`src/rtl/pio_pkg.sv`:
```
// Shared encodings for the PIO sequencing test master: TLP types, completion
// types, failure codes and controller states.
package pio_pkg;

  localparam logic [2:0] TX_TYPE_MEMRD32 = 3'd0;
  localparam logic [2:0] TX_TYPE_MEMWR32 = 3'd1;
  localparam logic [2:0] TX_TYPE_MEMRD64 = 3'd2;
  localparam logic [2:0] TX_TYPE_MEMWR64 = 3'd3;
  localparam logic [2:0] TX_TYPE_IORD    = 3'd4;
  localparam logic [2:0] TX_TYPE_IOWR    = 3'd5;

  localparam logic RX_TYPE_CPL  = 1'b0;
  localparam logic RX_TYPE_CPLD = 1'b1;

  localparam logic [1:0] FAIL_NONE    = 2'd0;
  localparam logic [1:0] FAIL_CONFIG  = 2'd1;
  localparam logic [1:0] FAIL_BAD_CPL = 2'd2;
  localparam logic [1:0] FAIL_TIMEOUT = 2'd3;

  typedef enum logic [3:0] {
    ST_WAIT_CFG,
    ST_WRITE,
    ST_WRITE_WAIT,
    ST_READ,
    ST_READ_WAIT,
    ST_CPL_WAIT,
    ST_NEXT,
    ST_DONE,
    ST_ERROR
  } pio_state_e;

  // Payload of transfer idx: the index byte replicated across the word, added to the seed.
  function automatic logic [31:0] pio_xfer_data(input logic [31:0] seed, input logic [7:0] idx);
    return seed + {4{idx}};
  endfunction

endpackage

```
`src/rtl/pio_cpl_timer.sv`:
```
// Completion watchdog: counts enabled cycles from a clear and flags expiry
// on the cycle the count reaches CPL_TIMEOUT-1.
module pio_cpl_timer #(
  parameter int CPL_TIMEOUT = 1024
) (
  input  logic user_clk,
  input  logic reset,
  input  logic clear,
  input  logic enable,
  output logic expire
);

  localparam int CNT_W = $clog2(CPL_TIMEOUT);
  localparam logic [CNT_W-1:0] LAST_CNT = CNT_W'(CPL_TIMEOUT - 1);

  logic [CNT_W-1:0] count_q;
  logic [CNT_W-1:0] count_d;

  assign expire = enable && (count_q == LAST_CNT);

  always_comb begin
    count_d = count_q;
    if (clear) begin
      count_d = '0;
    end else if (enable && !expire) begin
      count_d = count_q + CNT_W'(1);
    end
  end

  always_ff @(posedge user_clk) begin
    if (reset) begin
      count_q <= '0;
    end else begin
      count_q <= count_d;
    end
  end

endmodule

```
`src/rtl/pio_seq_controller.sv`:
```
// Root-port PIO test master: after configuration, issues NUM_XFERS strided
// write/read-back pairs, checks each completion and reports the outcome.
module pio_seq_controller
  import pio_pkg::*;
#(
  parameter int          TCQ         = 1,
  parameter int          NUM_XFERS   = 4,
  parameter logic [63:0] ADDR_BASE   = 64'h8000_0000,
  parameter int          ADDR_STRIDE = 4,
  parameter int          FORCE_64BIT = 0,
  parameter logic [31:0] DATA_SEED   = 32'h1234_5678,
  parameter int          CPL_TIMEOUT = 1024
) (
  input  logic        user_clk,
  input  logic        reset,
  input  logic        user_lnk_up,
  input  logic        test_restart,
  output logic        test_finished,
  output logic        test_failed,
  output logic        start_config,
  input  logic        finished_config,
  input  logic        failed_config,
  output logic [2:0]  tx_type,
  output logic [7:0]  tx_tag,
  output logic [63:0] tx_addr,
  output logic [31:0] tx_data,
  output logic        tx_start,
  input  logic        tx_done,
  output logic        rx_type,
  output logic [7:0]  rx_tag,
  output logic [31:0] rx_data,
  input  logic        rx_good,
  input  logic        rx_bad,
  input  logic [7:0]  addr_offset,
  output logic [7:0]  xfer_idx,
  output logic [1:0]  fail_code
);

  localparam logic [7:0] LAST_IDX = 8'(NUM_XFERS - 1);

  // TCQ is a simulation-only clock-to-q delay; synthesizable flops carry no delay.
  logic tcq_unused;
  assign tcq_unused = (TCQ != 0);

  pio_state_e  state_q, state_d;
  logic [7:0]  idx_q, idx_d;
  logic [7:0]  tag_q, tag_d;
  logic        tx_start_q, tx_start_d;
  logic [2:0]  tx_type_q, tx_type_d;
  logic [63:0] tx_addr_q, tx_addr_d;
  logic [31:0] tx_data_q, tx_data_d;
  logic [31:0] rx_data_q, rx_data_d;
  logic        rx_type_q, rx_type_d;
  logic [1:0]  fail_code_q, fail_code_d;
  logic        finished_q, failed_q;
  logic        lnk_q, lnk_q2;

  logic        timer_clear;
  logic        timer_en;
  logic        timer_expire;
  logic [63:0] xfer_addr;
  logic        xfer_wide;
  logic [31:0] xfer_data;

  assign xfer_addr = ADDR_BASE + {56'd0, addr_offset} + (64'(idx_q) * 64'(ADDR_STRIDE));
  assign xfer_wide = (FORCE_64BIT != 0) || (xfer_addr[63:32] != 32'd0);
  assign xfer_data = pio_xfer_data(DATA_SEED, idx_q);
  assign timer_en  = (state_q == ST_CPL_WAIT);

  pio_cpl_timer #(
    .CPL_TIMEOUT (CPL_TIMEOUT)
  ) u_cpl_timer (
    .user_clk (user_clk),
    .reset    (reset),
    .clear    (timer_clear),
    .enable   (timer_en),
    .expire   (timer_expire)
  );

  always_comb begin
    state_d     = state_q;
    idx_d       = idx_q;
    tag_d       = tag_q;
    tx_start_d  = 1'b0;
    tx_type_d   = tx_type_q;
    tx_addr_d   = tx_addr_q;
    tx_data_d   = tx_data_q;
    rx_data_d   = rx_data_q;
    rx_type_d   = rx_type_q;
    fail_code_d = fail_code_q;
    timer_clear = 1'b0;

    if (!user_lnk_up) begin
      state_d = ST_WAIT_CFG;
      idx_d   = '0;
    end else begin
      case (state_q)
        ST_WAIT_CFG: begin
          if (failed_config) begin
            state_d     = ST_ERROR;
            fail_code_d = FAIL_CONFIG;
          end else if (finished_config) begin
            state_d = ST_WRITE;
            idx_d   = '0;
          end
        end
        ST_WRITE, ST_READ: begin
          tx_start_d = 1'b1;
          tag_d      = tag_q + 8'd1;
          tx_addr_d  = xfer_addr;
          tx_data_d  = xfer_data;
          rx_data_d  = xfer_data;
          if (state_q == ST_WRITE) begin
            tx_type_d = xfer_wide ? TX_TYPE_MEMWR64 : TX_TYPE_MEMWR32;
            rx_type_d = RX_TYPE_CPL;
            state_d   = ST_WRITE_WAIT;
          end else begin
            tx_type_d = xfer_wide ? TX_TYPE_MEMRD64 : TX_TYPE_MEMRD32;
            rx_type_d = RX_TYPE_CPLD;
            state_d   = ST_READ_WAIT;
          end
        end
        ST_WRITE_WAIT: begin
          if (tx_done) state_d = ST_READ;
        end
        ST_READ_WAIT: begin
          if (tx_done) begin
            state_d     = ST_CPL_WAIT;
            timer_clear = 1'b1;
          end
        end
        ST_CPL_WAIT: begin
          // A mismatch outranks a match seen in the same cycle; both outrank the watchdog.
          if (rx_bad) begin
            state_d     = ST_ERROR;
            fail_code_d = FAIL_BAD_CPL;
          end else if (rx_good) begin
            state_d = ST_NEXT;
          end else if (timer_expire) begin
            state_d     = ST_ERROR;
            fail_code_d = FAIL_TIMEOUT;
          end
        end
        ST_NEXT: begin
          if (idx_q == LAST_IDX) begin
            state_d = ST_DONE;
          end else begin
            idx_d   = idx_q + 8'd1;
            state_d = ST_WRITE;
          end
        end
        ST_DONE, ST_ERROR: begin
          if (test_restart) begin
            state_d     = ST_WAIT_CFG;
            fail_code_d = FAIL_NONE;
            idx_d       = '0;
          end
        end
        default: state_d = ST_WAIT_CFG;
      endcase
    end
  end

  always_ff @(posedge user_clk) begin
    if (reset) begin
      state_q     <= ST_WAIT_CFG;
      idx_q       <= '0;
      tag_q       <= '0;
      tx_start_q  <= 1'b0;
      tx_type_q   <= '0;
      tx_addr_q   <= '0;
      tx_data_q   <= '0;
      rx_data_q   <= '0;
      rx_type_q   <= 1'b0;
      fail_code_q <= FAIL_NONE;
      finished_q  <= 1'b0;
      failed_q    <= 1'b0;
      lnk_q       <= 1'b0;
      lnk_q2      <= 1'b0;
    end else begin
      state_q     <= state_d;
      idx_q       <= idx_d;
      tag_q       <= tag_d;
      tx_start_q  <= tx_start_d;
      tx_type_q   <= tx_type_d;
      tx_addr_q   <= tx_addr_d;
      tx_data_q   <= tx_data_d;
      rx_data_q   <= rx_data_d;
      rx_type_q   <= rx_type_d;
      fail_code_q <= fail_code_d;
      finished_q  <= (state_q == ST_DONE);
      failed_q    <= (state_q == ST_ERROR);
      lnk_q       <= user_lnk_up;
      lnk_q2      <= lnk_q;
    end
  end

  assign start_config  = lnk_q & ~lnk_q2;
  assign test_finished = finished_q;
  assign test_failed   = failed_q;
  assign tx_type       = tx_type_q;
  assign tx_tag        = tag_q;
  assign rx_tag        = tag_q;
  assign tx_addr       = tx_addr_q;
  assign tx_data       = tx_data_q;
  assign tx_start      = tx_start_q;
  assign rx_type       = rx_type_q;
  assign rx_data       = rx_data_q;
  assign xfer_idx      = idx_q;
  assign fail_code     = fail_code_q;

endmodule

```
`config.mk`:
```
export PLATFORM = sky130hd
export DESIGN_NAME = pio_seq_controller
export DESIGN_NICKNAME = d
export VERILOG_FILES = /design/src/rtl/pio_pkg.sv /design/src/rtl/pio_cpl_timer.sv /design/src/rtl/pio_seq_controller.sv
export SDC_FILE = /design/constraint.sdc
export NUM_CORES = 1
export LEC_CHECK = 0
export BUFFER_PORTS_ARGS = -buffer_cell sky130_fd_sc_hd__buf_2
export CAP_MARGIN = 20
export CORE_MARGIN = 1
export CORE_UTILIZATION = 45
export CTS_CLUSTER_DIAMETER = 60
export DETAILED_ROUTE_END_ITERATION = 10
export PLACE_DENSITY = 0.77
export SYNTH_ARGS = -nofsm -noshare
export SYNTH_HDL_FRONTEND = slang
export SYNTH_SLANG_ARGS = --single-unit
```
`constraint.sdc`:
```
create_clock -name user_clk -period 3.9 [get_ports user_clk]
set_input_delay 0.39 -clock user_clk [delete_from_list [all_inputs] [get_ports user_clk]]
set_output_delay 0.39 -clock user_clk [all_outputs]
set_load 0.05 [all_outputs]
```
Word-level counts from Yosys, hierarchy flattened
Cells that the tools add are included.

storage, ports and cells
  flip-flop bits (word level) = 137
  input bits = 17
  output and inout bits = 162

cells by class
  $add $sub $neg = 6
  equal/unequal tests = 21
  mux-type cells = 30
  bitwise gates (word level) = 3
  reduce and logical (&&, ||, !) cells = 15

operators by type and width
  cell                                                              count
  33-bit by 10-bit adder with 34-bit output                         1
  32-bit by 8-bit adder with 33-bit output (first input constant)   1
  29-bit by 32-bit adder with 32-bit output (first input constant)  1
  4-bit two-way mux                                                 8
  8-bit two-way mux                                                 4
  32-bit nonzero test                                               1
  4-bit case mux with 7 select lines                                1
  8-bit case mux with 3 select lines                                1
  8-bit by 1-bit adder with 8-bit output (second input constant)    2
  4-bit by 3-bit == test with 1-bit output (second input constant)  4
  2-bit two-way mux                                                 8
  2-bit inequality test (second input constant)                     7
  10-bit by 1-bit adder with 10-bit output (second input constant)  1
  10-bit == test (second input constant)                            1
  5-bit AND reduction                                               2
  3-bit inequality test (second input constant)                     3
  4-bit by 2-bit == test with 1-bit output (second input constant)  2
  8-bit by 2-bit == test with 1-bit output (second input constant)  1
  2-bit OR reduction                                                4
  3-bit two-way mux                                                 2
  2-bit case mux with 3 select lines                                1
  6-bit AND reduction                                               1
  3-bit nonzero test                                                2
  1-bit two-way mux                                                 5
  other kinds (9)                                                   11

Depth between registers and ports, before layout
  depth in word-level cells = 6
  depth in mapped cells = 9

Hierarchy
From an unflattened synthesis, not the netlist that was laid out.

second synthesis, totals
  cell total of the unflattened synthesis = 649
  area, all modules = 5335.1 um^2

by module, submodules not included
  module              times used  cells each  area each (um^2)
  pio_seq_controller  1           577         4694.5
  pio_cpl_timer       1           72          640.6

Least setup slack after synthesis
Ideal clock, no wire load.

  path kind = register -> register
  from = reg idx_q[4] (netlist: xfer_idx[4])
  to = reg rx_data_q[13] (netlist: rx_data[13])
  library setup time = 0.070 ns
  data arrival time = 2.140 ns
  required time = 3.830 ns
  slack = 1.690 ns
  stages on the path, launching flop included = 10
  path buffers = 2
  period minus slack after synthesis = 2.210 ns
  cell sequence = dfxtp_1 buf_2 inv_2 ha_1 or3b_1 clkbuf_1 a311oi_1 xnor2_1 nand2_1 a21oi_1

between the ends
  cells in the longest elaborated chain, start to end = 1

ends and longest elaborated chain
  item                                       RTL line                   source
  start: declaration                         pio_seq_controller.sv:46   logic [7:0] idx_q, idx_d;
  start signal: assignment                   pio_seq_controller.sv:182  idx_q <= idx_d;
  29-bit by 32-bit adder with 32-bit output  pio_pkg.sv:34              return seed + {4{idx}};
  end signal: assignment                     pio_seq_controller.sv:188  rx_data_q <= rx_data_d;
  end: declaration                           pio_seq_controller.sv:52   logic [31:0] rx_data_q, rx_data_d;

Every way passes these cells.
A chain may end at the register's enable or synchronous reset.

Worst setup path in the final report
  from = reg idx_q[2] (netlist: xfer_idx[2])
  to = reg tx_addr_q[8] (netlist: tx_addr[8])

between the ends
  cells in the longest elaborated chain, start to end = 1

ends and longest elaborated chain
  item                                       RTL line                   source
  33-bit by 10-bit adder with 34-bit output  pio_seq_controller.sv:65   assign xfer_addr = ADDR_BASE + {56'd0, addr_offset} + (64'(idx_q) * 64'(ADDR_STRIDE));
  end signal: assignment                     pio_seq_controller.sv:186  tx_addr_q <= tx_addr_d;
  end: declaration                           pio_seq_controller.sv:50   logic [63:0] tx_addr_q, tx_addr_d;

Every way passes these cells.

==> results.sh <==
export IMPL_run_status="finished, final reports clean"
export IMPL_max_clock_path_buffers=2
export IMPL_synth_area_mux_share_pct=0.383
export IMPL_synth_edf_count=0
export IMPL_power_density_nw_per_um2=363
export IMPL_synth_xor_area_share_pct=6.20
export IMPL_critical_path_max_stage_delay_ps=900
export IMPL_critPathCaptureType="register"
export IMPL_synth_seq_area_share_pct=31.8
export IMPL_finalSetupTns_ps=0
export IMPL_tightest_pin_transition_ps=935
export IMPL_grt_setup_unrepaired="false"
export IMPL_worstSetupPathType="reg2reg"
export IMPL_crit_fanout=28
export IMPL_synthesis_area_per_instance_um2=7.96
export IMPL_post_synth_fa_ha_maj_area_fraction_pct=3.73
export IMPL_final_nets=743
export IMPL_layout_cells_sized_above_1_pct=22.1
export IMPL_cts_inserted_buffers=9
export IMPL_synth_cell_type_count=75
export IMPL_synthDominantAreaCellType="sky130_fd_sc_hd__dfxtp_1"
export IMPL_placement_cell_area_um2=5360
export IMPL_cts_tree="done"
export IMPL_die_y_um=110
export IMPL_clk_latency_worst_skew_pair_ps=340
export IMPL_cts_hold_fix_buffers=0
export IMPL_final_area_um2=5680
export IMPL_synth_simple_area_share_pct=20.1
export IMPL_gr_total_overflow=0
export IMPL_clk_transition_reported_paths_ps=70
export IMPL_grt_pass1_wl_mm=19.1
export IMPL_share_seq_of_total_power_pct=42.5
export IMPL_ant_nets=0
export IMPL_drv_cap=0
export IMPL_cpLargestDelayFamily="compound AO/OA/AOI/OAI gates"
export IMPL_ys_ff_latch=83
export IMPL_combinationalPowerShare_pct=14.7
export IMPL_final_core_utilization_pct=51.2
export IMPL_post_synth_top_count_cell="sky130_fd_sc_hd__buf_4"
export IMPL_power_clock_fraction_pct=42.8
export IMPL_postLayoutSetupSlackWorst_ps=1390
export IMPL_first_global_vias=3827
export IMPL_holdWs_ps=283
export IMPL_multiInputGateArea_um2=2840
export IMPL_place_gp_congestion=0.888
export IMPL_post_place_ws_ps=1480
export IMPL_htreeDepth=3
export IMPL_dr_total_vias=4573
export IMPL_drt_wirelength_per_cell_um=14.2
export IMPL_dp_final_hpwl_mm=8.32
export IMPL_post_cts_setup_buffer_count=0
export IMPL_critical_path_startpoint_type="register"
export IMPL_die_area_um2=12100
export IMPL_fin_skew_ps=7.94
export IMPL_post_synth_instance_area_um2=5230
export IMPL_initial_utilization_pct=47.2
export IMPL_syn_to_final_growth_pct=8.54
export IMPL_synth_compound_gate_area_share_pct=19.7
export IMPL_max_vdd_ir_drop_v=0.000188
export IMPL_synth_top_cells_by_area="sky130_fd_sc_hd__dfxtp_1 32%, sky130_fd_sc_hd__buf_4 14%, sky130_fd_sc_hd__a21oi_1 5.6%"
export IMPL_switchingPower_mw=0.630
export IMPL_post_route_drc_count=0
export IMPL_maxSlewViolCount=0
export IMPL_achievable_frequency_mhz=398
export IMPL_grt_start_max_net_pins=62
export IMPL_worstPathRequired_ps=4180
export IMPL_crit_path_top_delay_cell="sky130_fd_sc_hd__dfxtp_1"
export IMPL_minimum_period_implied_by_the_final_worst_setup_slack_ps=2510
export IMPL_fillerInstances=1051
export IMPL_first_pass_iters=4
export IMPL_dominantRegCellSynth="sky130_fd_sc_hd__dfxtp_1"
export IMPL_std_cell_rows=38
export IMPL_worstPathBufferInverterCount=0
export IMPL_asyncSetResetFlopFracSynth_pct=0
export IMPL_final_setup_viol_count=0
export IMPL_cp_data_arrival_time_ps=2790
export IMPL_main_combinational_cell_family_by_area_after_synthesis="simple AND/OR/NAND/NOR gates"
export IMPL_post_cts_resize_count=0
export IMPL_min_delay_path_class="in2reg"
export IMPL_final_seq_area_um2=1660
export IMPL_clock_root_buffer="sky130_fd_sc_hd__clkbuf_16"
export IMPL_portBuffers=124
export IMPL_n_antenna_cell=0
export IMPL_crit_chain="ha_1, a211oi_1, o21bai_1, a2111oi_0, a41oi_1, nand2_1"
export IMPL_grt_use_total_pct=20.2
export IMPL_floorplan_die_width_um=110
export IMPL_drt_total_wl_mm=12.2
export IMPL_power_leakage_nw=2.49
export IMPL_finalCritPeriodShare_pct=64.4
export IMPL_ys_warn_count=0
export IMPL_cts_num_sinks=83
export IMPL_core_area_um2=11100
export IMPL_detail_route_iter0_violations=377
export IMPL_via_per_inst=5.34
export IMPL_internal_power_mw=1.43
export IMPL_synth_top_cells_by_count="98 x sky130_fd_sc_hd__buf_4, 83 x sky130_fd_sc_hd__dfxtp_1, 68 x sky130_fd_sc_hd__nand2_1"
export IMPL_synth_cells=657
export IMPL_max_slew_margin_pct=37.6
export IMPL_hold_violations=0
export IMPL_top_ports=179
export IMPL_synthDominantCellAreaShare_pct=31.8
export IMPL_power_switching_share_pct=30.5
export IMPL_initial_antenna_violation_count=0
-- worst reg2reg max path: stages, from the launching register on --
cell and delay, ps:
sky130_fd_sc_hd__dfxtp_1 900, sky130_fd_sc_hd__ha_1 430, sky130_fd_sc_hd__a211oi_1 370, sky130_fd_sc_hd__o21bai_1 170, sky130_fd_sc_hd__a2111oi_0 430, sky130_fd_sc_hd__a41oi_1 80
sky130_fd_sc_hd__nand2_1 80
-- cell type report --
type	instances	share of cell area, %
multi-input cells	479	50.0
flip-flops and latches	83	29.3
repair buffers	129	11.6
clock buffers	10	4.21
well taps	140	3.09
clock inverters	6	1.28
inverters	9	0.595
-- stage by stage --
step,cells,total power [mW]
final,856,2.06
after global routing,856,2.13
after CTS,856,2.07
after detailed placement,840,1.20
after global placement,840,1.20
after floorplan,710,1.20
-- state kept, by name (all words and copies together), names as in the netlist --
register and cells:
fail_code 2, lnk_q 1, lnk_q2 1, rx_data 32, rx_tag 8, rx_type 1
state_q 4, test_failed 1, test_finished 1, tx_addr 12, tx_start 1, tx_type 1
u_cpl_timer.count_q 10, xfer_idx 8
-- worst paths after layout --
| check | startpoint | end | slack, ps | cells past startpoint |
|---|---|---|---|---|
| setup / recovery | xfer_idx[2] | tx_addr[8] | 1390 | 6 |
| hold reg to reg | tx_addr[6] | tx_addr[6] | 450 | 2 |
| setup reg to reg | xfer_idx[2] | tx_addr[8] | 1390 | 6 |
| hold / removal | addr_offset[1] | tx_addr[1] | 280 | 3 |
-- cells by family after synthesis --
| family | count (synthesis) |
|---|---|
| adders and majority gates | 15 |
| xor gates and xnor gates | 37 |
| buffers and inverters | 148 |
| DFF | 83 |
| muxes | 2 |
| other | 1 |
| AOI/OAI and AO/OA | 158 |
| and+or+nand+nor | 213 |
-- cell usage in the layout, fill, tap and decap left out, drive strengths merged, types with 4 or more instances in the layout --
cell type  instances
clkbuf            10
nor3              17
inv                9
a21oi             59
nor2b              7
conb              54
a21o               6
o311ai             4
clkinv             4
buf              129
nand2             68
or3                6
and3               4
or2                5
o21ai             30
nor2              56
xnor2             23
nand4              6
a211oi            16
ha                14
nand3             18
xor2              14
a31oi              8
dfxtp             83
-- metal layers --
layer	GRT usage, %	routed length (um)
met5	0	0
met3	2.61	745
met4	8.86	277
met1	27.6	5550
met2	31.5	5620
-- power groups by stage --
stage	logic, mW	registers [mW]	clock network, mW
after global routing	0.318	0.879	0.933
final	0.303	0.878	0.882
after CTS	0.302	0.877	0.891
after detailed placement	0.301	0.896	0
after floorplan	0.267	0.935	0
after global placement	0.300	0.896	0
No activity file was read; power rests on OpenSTA's default activity.
